===== config.mk =====
export PLATFORM = sky130hd
export DESIGN_NAME = dffrsnq_preload_seq
export DESIGN_NICKNAME = d
export VERILOG_FILES = /design/src/rtl/dffrsnq_preload_seq.sv
export SDC_FILE = /design/constraint.sdc
export NUM_CORES = 1
export LEC_CHECK = 0
export ABC_CLOCK_PERIOD_IN_PS = 2000
export CORE_MARGIN = 2
export CORE_UTILIZATION = 25
export CTS_BUF_LIST = sky130_fd_sc_hd__clkbuf_2 sky130_fd_sc_hd__clkbuf_4 sky130_fd_sc_hd__clkbuf_8
export DETAILED_ROUTE_END_ITERATION = 16
export MAX_ROUTING_LAYER = met4
export PLACE_DENSITY = 0.59
export SLEW_MARGIN = 20
export SYNTH_ARGS = -nofsm -noshare
export SYNTH_HDL_FRONTEND = slang
export SYNTH_SLANG_ARGS = --single-unit

===== constraint.sdc =====
create_clock -name CLK -period 2 [get_ports CLK]
set_input_delay 0.4 -clock CLK [delete_from_list [all_inputs] [get_ports CLK]]
set_output_delay 0.4 -clock CLK [all_outputs]
set_load 0.005 [all_outputs]

===== src/rtl/dffrsnq_preload_seq.sv =====
// Sequencer that preloads a bank of set/reset flops through their async SETN/RN pins.
// Define DFFRSNQ_PRELOAD_VERIFY_EN to add a one-cycle readback check (BANK_Q vs. latched value, sticky ERR).
module dffrsnq_preload_seq #(
   parameter int WIDTH           = 8,
   parameter int PULSE_CYCLES    = 2,
   parameter int RECOVERY_CYCLES = 2
) (
   input  logic             CLK,
   input  logic             RN,
   input  logic             REQ,
   input  logic [WIDTH-1:0] VALUE,
   output logic             BUSY,
   output logic             ACK,
   output logic [WIDTH-1:0] BANK_SETN,
   output logic [WIDTH-1:0] BANK_RN,
   output logic             BANK_HOLD,
   input  logic [WIDTH-1:0] BANK_Q,
   output logic             ERR
);

   localparam int MAXC = (PULSE_CYCLES > RECOVERY_CYCLES) ? PULSE_CYCLES : RECOVERY_CYCLES;
   localparam int CW   = $clog2(MAXC + 1);
   localparam logic [CW-1:0] P_LOAD = CW'(PULSE_CYCLES - 1);
   localparam logic [CW-1:0] R_LOAD = CW'(RECOVERY_CYCLES - 1);

`ifdef DFFRSNQ_PRELOAD_VERIFY_EN
   typedef enum logic [2:0] {S_IDLE, S_ASSERT, S_RELEASE, S_VERIFY, S_DONE} state_t;
`else
   typedef enum logic [1:0] {S_IDLE, S_ASSERT, S_RELEASE, S_DONE} state_t;
`endif

   state_t           state_q, state_d;
   logic [CW-1:0]    cnt_q, cnt_d;
   logic [WIDTH-1:0] val_q, val_d;
   logic [WIDTH-1:0] setn_q, setn_d, rn_q, rn_d;
   logic             busy_q, busy_d, ack_q, ack_d, hold_q, hold_d;
   logic             err_q, err_d;
   logic             rst_sync_q;

   // Async-assert/sync-deassert: this flop is the first stage and the IDLE->ASSERT
   // state flop is the second, so REQ is first accepted on the second edge after RN rises.
   always_ff @(posedge CLK or negedge RN) begin
      if (!RN) rst_sync_q <= 1'b0;
      else     rst_sync_q <= 1'b1;
   end

   always_ff @(posedge CLK or negedge RN) begin
      if (!RN) begin
         state_q <= S_IDLE;
         cnt_q   <= '0;
         val_q   <= '0;
         setn_q  <= '1;
         rn_q    <= '1;
         busy_q  <= 1'b0;
         ack_q   <= 1'b0;
         hold_q  <= 1'b0;
         err_q   <= 1'b0;
      end else begin
         state_q <= state_d;
         cnt_q   <= cnt_d;
         val_q   <= val_d;
         setn_q  <= setn_d;
         rn_q    <= rn_d;
         busy_q  <= busy_d;
         ack_q   <= ack_d;
         hold_q  <= hold_d;
         err_q   <= err_d;
      end
   end

   always_comb begin
      state_d = state_q;
      cnt_d   = cnt_q;
      val_d   = val_q;
      err_d   = err_q;
      case (state_q)
         S_IDLE: begin
            if (REQ && rst_sync_q) begin
               state_d = S_ASSERT;
               val_d   = VALUE;
               cnt_d   = P_LOAD;
               err_d   = 1'b0;
            end
         end
         S_ASSERT: begin
            if (cnt_q == '0) begin
               state_d = S_RELEASE;
               cnt_d   = R_LOAD;
            end else begin
               cnt_d = cnt_q - 1'b1;
            end
         end
         S_RELEASE: begin
            if (cnt_q == '0) begin
`ifdef DFFRSNQ_PRELOAD_VERIFY_EN
               state_d = S_VERIFY;
`else
               state_d = S_DONE;
`endif
            end else begin
               cnt_d = cnt_q - 1'b1;
            end
         end
`ifdef DFFRSNQ_PRELOAD_VERIFY_EN
         S_VERIFY: begin
            if (BANK_Q != val_q) err_d = 1'b1;
            state_d = S_DONE;
         end
`endif
         S_DONE:  state_d = S_IDLE;
         default: state_d = S_IDLE;
      endcase

      // Outputs are decoded from the next state so every bank pin leaves a flop.
      setn_d = '1;
      rn_d   = '1;
      if (state_d == S_ASSERT) begin
         setn_d = ~val_d;
         rn_d   = val_d;
      end
      busy_d = (state_d != S_IDLE);
      ack_d  = (state_d == S_DONE);
      hold_d = (state_d != S_IDLE) && (state_d != S_DONE);
   end

   assign BUSY      = busy_q;
   assign ACK       = ack_q;
   assign BANK_SETN = setn_q;
   assign BANK_RN   = rn_q;
   assign BANK_HOLD = hold_q;

`ifdef DFFRSNQ_PRELOAD_VERIFY_EN
   assign ERR = err_q;
`else
   logic unused_readback;
   assign unused_readback = ^{BANK_Q, err_q};
   assign ERR = 1'b0;
`endif

endmodule


# == Word level (Yosys, flattened, before mapping) ==
# Index checks and enable logic that the tools add are counted.
# Widths: inputs -> output; s select.
# totals
reg_bits,32
input_bits,19
out_inout_bits,20
word_cells,38
# op_classes
addsub,1
eq_ne,8
muxes,12
bitwise,1
reduce_logical,7
# ops
cell,count
$mux 8,4
$mux 2,6
$not 8->8,1
$pmux 2 s4,1
$eq 2x2->1 const B,3
$ne 2x2->1 const B,3
$pmux 2 s3,1
$eq 2x1->1 const B,2
$logic_not 2->1,2
$reduce_and 3->1,1
$reduce_bool 3->1,1
$logic_and 1x1->1,2
$reduce_bool 2->1,1
$sub 2x1->2 const B,1

# == Longest topological paths before layout ==
# Gate-level depths: netlist (run 1).
# logic_depth
depth_word,5
depth_mapped,9
ltp_nobuf,8

# == Least setup slack after synthesis (run 1) ==
# Ideal clock, no wire load.
# synth_path
path_kind,reg-to-reg
startpoint,register state_q[1]
endpoint,register rn_q[0] (netlist: BANK_RN[0])
setup_time_ns,0.082
t_arrival_ns,1.802
required_ns,1.918
slack_ns,0.117
path_stages_with_launch,9
n_path_buf,1
synth_period_minus_slack_ns,1.883
path_cell_list,dfrtp_1 > inv_1 > ha_1 > and3_2 > o32a_1 > ha_1 > buf_1 > inv_1 > or2_1
# synth_between
elab_chain_len,4
word_cells_on_any_way,11
cone_classes,4 x eq/ne; 6 x mux; 1 x reduce/logical
# synth_lines
element,line_no,text
from (decl),32,"state_t state_q, state_d;"
from (signal assigned),59,state_q <= state_d;
"$eq 2x2->1, or another cell as far along",76,case (state_q)
$pmux 2 s4 *,76,
net state_d[0],32,
$eq 2x1->1 *,117,if (state_d == S_ASSERT) begin
$mux 8 *,117,
net rn_d[0],35,"logic [WIDTH-1:0] setn_q, setn_d, rn_q, rn_d;"
to (signal assigned),63,rn_q <= rn_d;
to (decl),35,
# The timed path passes the listed nets; every way through them passes the cells marked *.
# A chain may end at the register's enable or synchronous reset.

# == Worst setup path in the final report (run 1) ==
# layout_path
startpoint,register state_q[1]
endpoint,register setn_q[3] (netlist: BANK_SETN[3])
# layout_between
elab_chain_len,4
word_cells_on_any_way,12
cone_classes,4 x eq/ne; 6 x mux; 1 x bitwise; 1 x reduce/logical
# layout_lines
element,line_no,text
"$eq 2x2->1, or another cell as far along",76,
$pmux 2 s4 *,76,
net state_d[0],32,
$eq 2x1->1 *,117,
$mux 8 *,117,
net setn_d[3],35,
to (signal assigned),62,setn_q <= setn_d;
to (decl),35,
# Marked as above.

==> impl_results.md, run 1 <==
- Max Cap Viol: 0
- # clock sinks: 32
- H-tree depth: 2
- Initial antenna violation count: 0
- Die area: 5967 um^2
- Fin crit share: 0.9163
- Via density: about 4
- PD cells: 1476 nW/um^2
- First-pass GRT wire length: just over 4000 um
- Met1 WL: 904 um
- Antenna cells: 0
- DP HPWL: roughly 1800 um
- Status: complete, no violations
- Yosys reg bits: 32
- Max frequency: 545.7 MHz
- Number of global-route vias before repair: 931
- Core ar.: 5140 um^2
- Clock buffer count from CTS: 5
- CP arrival: 2.05 ns
- Starting density of the core: 0.2610
- Final count of negative-setup-slack endpoints: 0
- Tot GR Track Use: 0.08916
- Largest net degree at the start of global routing: 33
- Clock Path Buffers: 2
- Comb pwr share: 0.405
- Internal power: 1908 uW
- Critical path endpoint category: flip-flop
- Initial drt markers: 25
- Leak Pwr: ~0.00079 uW
- Pre-CTS setup slack: -0.04665 ns
- I/O pins: 39
- Unrepaired setup endpoints after global routing: no
- Setup CP Type: reg -> reg
- Final setup skew: 0.002306 ns
- Class of the worst hold path: in -> async
- Net Switching: 821.5 uW
- Met3 routed wirelength: 175 um
- Share of power burned in registers: 0.374
- Final WS setup: 0.1675 ns
- Number of flops mapped to enable cells by yosys: 0
- DP Area: 1738 um^2
- WL per Instance: 10.88 um
- TNS Setup: 0 ns
- CP startpoint kind: flip-flop
- Vias: 850
- CTS tree: done
- Syn Nets: 133
- Nets: 171
- Most used DFF post-synth: dfstp_2
- Layout cell share with drive strength beyond 1: 0.2958
- Worst-path fanout max: 8
- Total gr overflow: 0
- Avg Inst Size Synth: 13.02 um^2
- Pins Over Slew Limit: 0
- Worst skew pair latency: 0.28 ns
- Clk pwr share: 0.220
- Top Layer Used: met4
- Pre-Repair DR Iteration Count: 3
- Post-synth cell types: 26
- Layout area overhead: 37.87%
- Postcts setup bufs: 0
- Worst-path clk slew: 0.06 ns
- DRC Markers: 0
- Synthesized area: 1341 um^2
- Root Driver: clkbuf_8
- WL final: 2307 um
- Die width: 77.25 um
- I/O Buffers: 29
- Worst IR drop on VDD: 0.0004552 V
- Met2 wire len: 1188 um
- Sw frac: 0.3010
- Final Hold Vio Count: 0
- Synthesis warning total: 0
- Die H: 77.25 um
- Gpl congestion: 0.8446
- Final Critical Period: 1.833 ns
- Required time worst endpoint: approximately 2.2 ns
- ANT nets after route: 0
- Post-Syn Instances: 103
- Rows: 26
- Post-route cell area: 1849 um^2
- Post-synth ARST share: 1.000
- Seq/Total Area, Yosys: 0.6119
==> area by class of cell <==
| type | count | area [um^2] |
|---|---|---|
| Fill cell | 508 | 3291 |
| Sequential cell | 32 | 820.8 |
| Multi-Input combinational cell | 60 | 475.5 |
| Timing Repair Buffer | 33 | 320.3 |
| Tap cell | 70 | 87.58 |
| Clock buffer | 6 | 76.32 |
| Clock inverter | 2 | 35.03 |
| Inverter | 9 | 33.78 |
==> placed cells by master (no fill, tap or decap), types with 3 or more instances in the layout <==
| cell | instances |
|---|---|
| nor2_1 | 3 |
| clkbuf_8 | 5 |
| mux2_2 | 8 |
| inv_1 | 8 |
| dfstp_2 | 16 |
| dfrtp_1 | 16 |
| clkdlybuf4s50_1 | 29 |
| or2_1 | 8 |
| nand2_1 | 10 |
| buf_4 | 4 |
| ha_1 | 11 |
==> worst paths after layout <==
kind | cells after the start | from | slack (ns) | to
worst max register to register | 7 | state_q[1] | 0.17 | BANK_SETN[3]
worst min register to register | 1 | val_q[5] | 0.51 | val_q[5]
worst max-delay path | 7 | state_q[1] | 0.17 | BANK_SETN[3]
min in group CLK | 1 | val_q[5] | 0.51 | val_q[5]
max in group asynchronous | 2 | RN | 1.17 | BANK_RN[5]
worst min-delay path | 2 | RN | 0.51 | val_q[2]
==> Yosys cell counts (2+ instances only) <==
master / instances / area [um^2]
dfstp_2: 16 / 420.4
nor2b_1: 2 / 12.51
conb_1: 2 / 7.510
inv_1: 9 / 33.78
a21oi_1: 2 / 10.01
nand2_1: 10 / 37.54
nor3_1: 2 / 10.01
dfrtp_1: 16 / 400.4
mux2_2: 8 / 90.09
nor2_1: 3 / 11.26
ha_1: 11 / 137.6
or2_1: 8 / 50.05
==> power by group through the flow <==
stage | clock [uW] | combinational (uW) | sequential (uW)
2_1_floorplan | 0 | 650 | 1030
3_3_place_gp | 0 | 1070 | 1020
3_5_place_dp | 0 | 1120 | 1040
4_1_cts | 625 | 1120 | 1030
5_1_grt | 652 | 1270 | 1050
6_report | 601 | 1110 | 1020
==> registers in the layout, indices dropped and copies added, names as in the netlist <==
| signal | count |
|---|---|
| val_q | 8 |
| BANK_HOLD | 1 |
| BANK_SETN | 8 |
| BANK_RN | 8 |
| cnt_q | 2 |
| ACK | 1 |
| BUSY | 1 |
| rst_sync_q | 1 |
| state_q | 2 |
==> stage by stage <==
stage / cells / hold slack (ns) / power (uW) / util
global route: 212 / 0.5322 / 2975 / 0.3598
floorplan: 103 / 0.1044 / 1682 / -
finish: 212 / 0.5057 / 2729 / 0.3598
global placement: 204 / 0.4801 / 2097 / 0.3381
CTS: 212 / 0.5086 / 2774 / 0.3598
detailed placement: 204 / 0.4937 / 2158 / 0.3381
==> cells by family after synthesis <==
| group | synth area share |
|---|---|
| flops | 0.6119 |
| fa+ha+maj | 0.1026 |
| mux | 0.07836 |
| other cells | 0.005599 |
| compound gates | 0.04478 |
| buf+inv | 0.03358 |
| simple gates | 0.1232 |
==> worst max-delay path: stages (launching register included) <==
cell and delay, ns:
dfrtp_1 0.42, inv_1 0.11, ha_1 0.23, and3_2 0.20
o32a_1 0.36, ha_1 0.22, buf_4 0.17, nand2_1 0.07
==> what timing repair did <==
action / CTS / global route
hold buffers: 0 / 0
endpoints found under the setup margin: 0 / 8
gates resized for setup: 0 / 2
==> routing by layer <==
layer  up-vias  global-route usage
met2        27              0.1530
li1        402                   -
met1       418             0.08935
met3         3             0.04000
met5         -                   -
met4         0             0.03214
Power figures use the tool's default switching activity.
==> inputs of run 2 (changes only) <==
--- a/config.mk
+++ b/config.mk
@@ -6,6 +6,7 @@
 export NUM_CORES = 1
 export LEC_CHECK = 0
 export ABC_CLOCK_PERIOD_IN_PS = 2000
+export CORE_ASPECT_RATIO = 2
 export CORE_MARGIN = 2
 export CORE_UTILIZATION = 25
 export CTS_BUF_LIST = sky130_fd_sc_hd__clkbuf_2 sky130_fd_sc_hd__clkbuf_4 sky130_fd_sc_hd__clkbuf_8
==> run 2 against run 1 <==
Cell area shrank 0.81%; via count is the same; critical path depth is the same; core utilization shrank 0.28 points; cell count shrank 5.2%; first-iteration DRC count shrank 72%; largest power group unchanged; highest routed layer unchanged.
==> impl_results.md, run 2 (same netlist as run 1, synthesis figures left out) <==
- Fin crit share: 0.9120
- I/O Buffers: 29
- I/O pins: 39
- PD cells: around 1500 nW/um^2
- Most frequent cells in the layout: clkdlybuf4s50_1 (29), dfrtp_1 (16), dfstp_2 (16)
- Die width: 55.80 um
- ANT nets after route: 0
- Most numerous cell on the critical path: ha_1
- DP HPWL: 1998 um
- WHS: 0.5086 ns
- Multi-input logic area: about 480 um^2
- Clock Path Buffers: 2
- Worst IR drop on VDD: 0.0005421 V
- RR Endpoint: BANK_RN[7]
- Status: complete, no violations
- Initial antenna violation count: 0
- Worst skew pair latency: 0.28 ns
- Hold Buf Count CTS: 0
- Nets: ~170
- Leak Pwr: 0.0007936 uW
- Clock buffer count from CTS: 5
- Layout area overhead: 36.75%
- Worst Reg2Reg Path Length in Cells: 7
- Crit path largest cell delay: 0.41 ns
- Worst-path fanout max: 8
- Max frequency: 548.2 MHz
- WL final: 2572 um
- Die H: 107.6 um
- Antenna cells: 0
- Gpl congestion: 0.6514
- Die area: 6003 um^2
- First-pass GRT wire length: 4450 um
- CP startpoint kind: flip-flop
- Setup CP Type: reg -> reg
- Starting density of the core: 0.2610
- Rows: 37
- Critical R2R Launch: state_q[0]
- # clock sinks: 32
- Pre-Repair DR Iteration Count: 2
- Tot GR Track Use: 0.1017
- Initial drt markers: 7
- Max stage delay cell, worst path: dfrtp_1
- FF+latch area: 820.8 um^2
- Final WS setup: 0.1759 ns
- Number of global-route vias before repair: 969
- DRC Markers: 0
- Final Hold Vio Count: 0
- Pre-CTS setup slack: -0.04376 ns
- Vias: 850
- CTS tree: done
- Unrepaired setup endpoints after global routing: no
- WL per Instance: 12.80 um
- Required time worst endpoint: 2.22 ns
- Worst-path cell chain: inv_1 -> ha_1 -> and3_2 -> o32a_1 -> ha_1 -> inv_2 -> or2_1
- Most common cell after layout, fill and taps aside: clkdlybuf4s50_1
- Worst-path clk slew: 0.06 ns
- Via density: 4.229
- Largest net degree at the start of global routing: 33
- Final Critical Period: 1.824 ns
- R2r setup slk: 0.18 ns
- Total gr overflow: 0
- Final setup skew: 0.005536 ns
- Final count of negative-setup-slack endpoints: 0
- Class of the worst hold path: in -> async
- H-tree depth: 2
- Root Driver: clkbuf_8
- CP arrival: 2.04 ns
- Layout cell share with drive strength beyond 1: 0.3007
- Core ar.: just over 5000 um^2
- Max Cap Viol: 0
- Pins Over Slew Limit: 0
- Number of fill cells: 506
- Critical path endpoint category: flip-flop
## run 2: changes by cell type in the layout (fill, tap and decap cells not counted)
cell and delta:
bufinv_16 -1, clkinv_2 -1, clkbuf_8 +2, buf_4 +1
## run 2: critical path: cells and delay by family (launching register included)
kind                       cells  cell delay [ns]
buffers and inverters          2             0.22
and+or+nand+nor                2             0.33
AOI/OAI and AO/OA              1             0.35
DFF                            1             0.41
adders and majority gates      2             0.46
## run 2: layout make-up
| class | instances | share of cell area |
|---|---|---|
| well taps | 58 | 0.03956 |
| flip-flops and latches | 32 | 0.4475 |
| clock buffers | 8 | 0.05662 |
| multi-input cells | 60 | 0.2592 |
| repair buffers | 34 | 0.1787 |
| inverters | 9 | 0.01842 |
## run 2: where the power goes
group | switching [uW] | leakage [uW] | total, uW | internal (uW)
clock network | 220 | 0.0000549 | 548 | 327
registers | 82.3 | 0.000362 | 1020 | 938
logic | 536 | 0.000376 | 1140 | 603
total | 839 | 0.000794 | 2710 | 1870
## run 2: worst max-delay path by stage
stage,startpoint,to,slack [ns],depth (start not counted)
floorplan,state_q[1],BANK_RN[0],0.12,8
global placement,REQ,BANK_RN[4],-0.03,6
detailed placement,REQ,BANK_RN[2],-0.04,6
CTS,state_q[0],BANK_RN[3],0.06,8
global route,state_q[0],BANK_RN[3],0.02,8
finish,state_q[0],BANK_RN[7],0.18,7
## run 2: per-layer routing
| metal | part of all wire | global-route usage |
|---|---|---|
| met3 | 0.067 | 0.02524 |
| met2 | 0.58 | 0.1990 |
| met5 | 0 | - |
| met4 | 0.038 | 0.06794 |
| met1 | 0.32 | 0.07768 |
## run 2: timing repair
item | CTS | global route
gates resized for setup | 0 | 2
buffers inserted | 0 | 0
endpoints found under the setup margin | 0 | 8
## run 2: metrics by stage
step                      instances  TNS, ns  utilization  total power [uW]  instance area [um^2]
final                           201        0       0.3570              2707                  1834
after global routing            201        0       0.3570              2952                  1834
after CTS                       201        0       0.3570              2758                  1834
after detailed placement        193  -0.2904       0.3367              2195                  1730
after global placement          193  -0.2181       0.3367              2126                  1730
after floorplan                 103        0            -              1682                  1341
==> inputs of run 3 (changes only) <==
--- a/config.mk
+++ b/config.mk
@@ -8,11 +8,13 @@
 export ABC_CLOCK_PERIOD_IN_PS = 2000
 export CORE_ASPECT_RATIO = 2
 export CORE_MARGIN = 2
-export CORE_UTILIZATION = 25
+export CORE_UTILIZATION = 35
 export CTS_BUF_LIST = sky130_fd_sc_hd__clkbuf_2 sky130_fd_sc_hd__clkbuf_4 sky130_fd_sc_hd__clkbuf_8
 export DETAILED_ROUTE_END_ITERATION = 16
+export GPL_ROUTABILITY_DRIVEN = 0
 export MAX_ROUTING_LAYER = met4
-export PLACE_DENSITY = 0.59
+export PLACE_DENSITY = 0.74
+export SETUP_SLACK_MARGIN = 0.1
 export SLEW_MARGIN = 20
 export SYNTH_ARGS = -nofsm -noshare
 export SYNTH_HDL_FRONTEND = slang
==> run 3 against run 2 <==
Non-clock buffer count up 1; global-route usage is 2.3 points higher; flip-flop and latch count did not move; core utilization is 15 points higher; sequential share of layout area is 0.061 points lower; combinational power up 4%; clock skew fell by 0.0027 ns; via count shrank 1.1%; critical path type unchanged.
==> impl_results.md, run 3 (same netlist as run 1, synthesis figures left out) <==
- Final count of negative-setup-slack endpoints: 0
- DP Area: roughly 1700 um^2
- Layout cell share with drive strength beyond 1: 0.3427
- Initial drt markers: 12
- Most frequent cells in the layout: clkdlybuf4s50_1 (29), dfrtp_1 (16), dfstp_2 (16)
- Worst IR drop on VDD: 0.0008906 V
- RR Endpoint: BANK_SETN[0]
- DRC Markers: 0
- Worst-path clk slew: 0.06 ns
- Most common cell after layout, fill and taps aside: clkdlybuf4s50_1
- Worst-path fanout max: 8
- Largest net degree at the start of global routing: 33
- Worst skew pair latency: 0.28 ns
- Final setup skew: approximately 0.0028 ns
- Layout area overhead: 36.94%
- Via density: 4.380
- Rows: 31
- First-pass GRT wire length: 3760 um
- R2r setup slk: 0.22 ns
- Critical R2R Launch: state_q[1]
- Leak Pwr: between 0.0007 and 0.0008 uW
- ANT nets after route: 0
- Worst Reg2Reg Path Length in Cells: 7
- Pre-CTS setup slack: -0.007423 ns
- Core ar.: 3646 um^2
- Setup CP Type: reg -> reg
- Pins Over Slew Limit: 0
- Critical path destination: BANK_SETN[0]
- Required time worst endpoint: 2.22 ns
- Vias: 841
- DP HPWL: approximately 1700 um
- Final Hold Vio Count: 0
- Critical path endpoint category: flip-flop
- H-tree depth: 2
- Number of global-route vias before repair: between 800 and 900
- Total gr overflow: 0
- Tot GR Track Use: 0.1244
- Class of the worst hold path: in -> async
- Max Cap Viol: 0
- Die area: 4374 um^2
- WL per Instance: 12.10 um
- Status: complete, no violations
- Clock buffer count from CTS: 5
- WL final: roughly 2300 um
- Max frequency: 562.1 MHz
- Hold Buf Count CTS: 0
- Clock Path Buffers: 2
- CP startpoint kind: flip-flop
- Fin crit share: 0.8895
- CTS tree: done
- I/O Buffers: 29
- Starting density of the core: 0.3679
- TNS Setup: 0 ns
- # clock sinks: 32
- Root Driver: clkbuf_8
- Final WS setup: between 0.2 and 0.25 ns
- PD cells: about 1500 nW/um^2
- Initial antenna violation count: 0
- CP arrival: 2.00 ns
- Crit. Startpoint: state_q[1]
- I/O pins: 39
- Final Critical Period: 1.779 ns
- Nets: roughly 170
- Antenna cells: 0
- Die H: 91.55 um
- Unrepaired setup endpoints after global routing: no
- Die width: 47.78 um
- Post-route cell area: 1837 um^2
- Pre-Repair DR Iteration Count: 4
[run 3: routing by layer]
| layer | vias to the layer above | GRT usage | wire, um |
|---|---|---|---|
| met5 | - | - | 0 |
| met4 | 0 | 0.05405 | 53 |
| met3 | 5 | 0.03579 | 100 |
| met2 | 22 | 0.2033 | 1308 |
| met1 | 412 | 0.1307 | 861 |
| li1 | 402 | - | - |
[run 3: worst min-delay path by stage]
| stage | end | slack [ns] | cells past startpoint |
|---|---|---|---|
| floorplan | ACK | 0.10 | 0 |
| global placement | val_q[7] | 0.48 | 1 |
| detailed placement | val_q[0] | 0.50 | 1 |
| CTS | val_q[0] | 0.51 | 1 |
| global route | val_q[7] | 0.52 | 1 |
| finish | rst_sync_q | 0.51 | 2 |
[run 3: report_power, final]
| part | internal (uW) | switching, uW |
|---|---|---|
| clock network | 306 | 209 |
| logic | 628 | 547 |
| registers | 939 | 85.7 |
[run 3: final cells by class]
cell class              instances  area (um^2)
fillers                       347         1809
flip-flops and latches         32        820.8
multi-input cells              60        489.2
well taps                      49        61.31
clock buffers                   7        96.34
inverters                       9        33.78
repair buffers                 35        335.3
[run 3: repair_timing]
action	4_1_cts	5_1_grt
gates resized for setup	1	7
buffers inserted	0	2
pin swaps	0	1
setup endpoints to repair	8	18
[run 3: metrics by stage]
stage,util,total power (uW),cells,hold WS [ns]
3_3_place_gp,0.4695,2085,183,0.4798
2_1_floorplan,-,1682,103,0.1044
4_1_cts,0.4959,2689,190,0.5125
3_5_place_dp,0.4695,2150,183,0.4991
5_1_grt,0.5038,2922,192,0.5228
6_report,0.5038,2714,192,0.5089
[run 3: worst max-delay path, cell delays in order (launching register included)]
cell     delay (ns)
dfrtp_1        0.42
inv_1          0.10
ha_2           0.21
and3_2         0.19
o32a_1         0.35
ha_2           0.21
buf_4          0.17
nand2_1        0.07
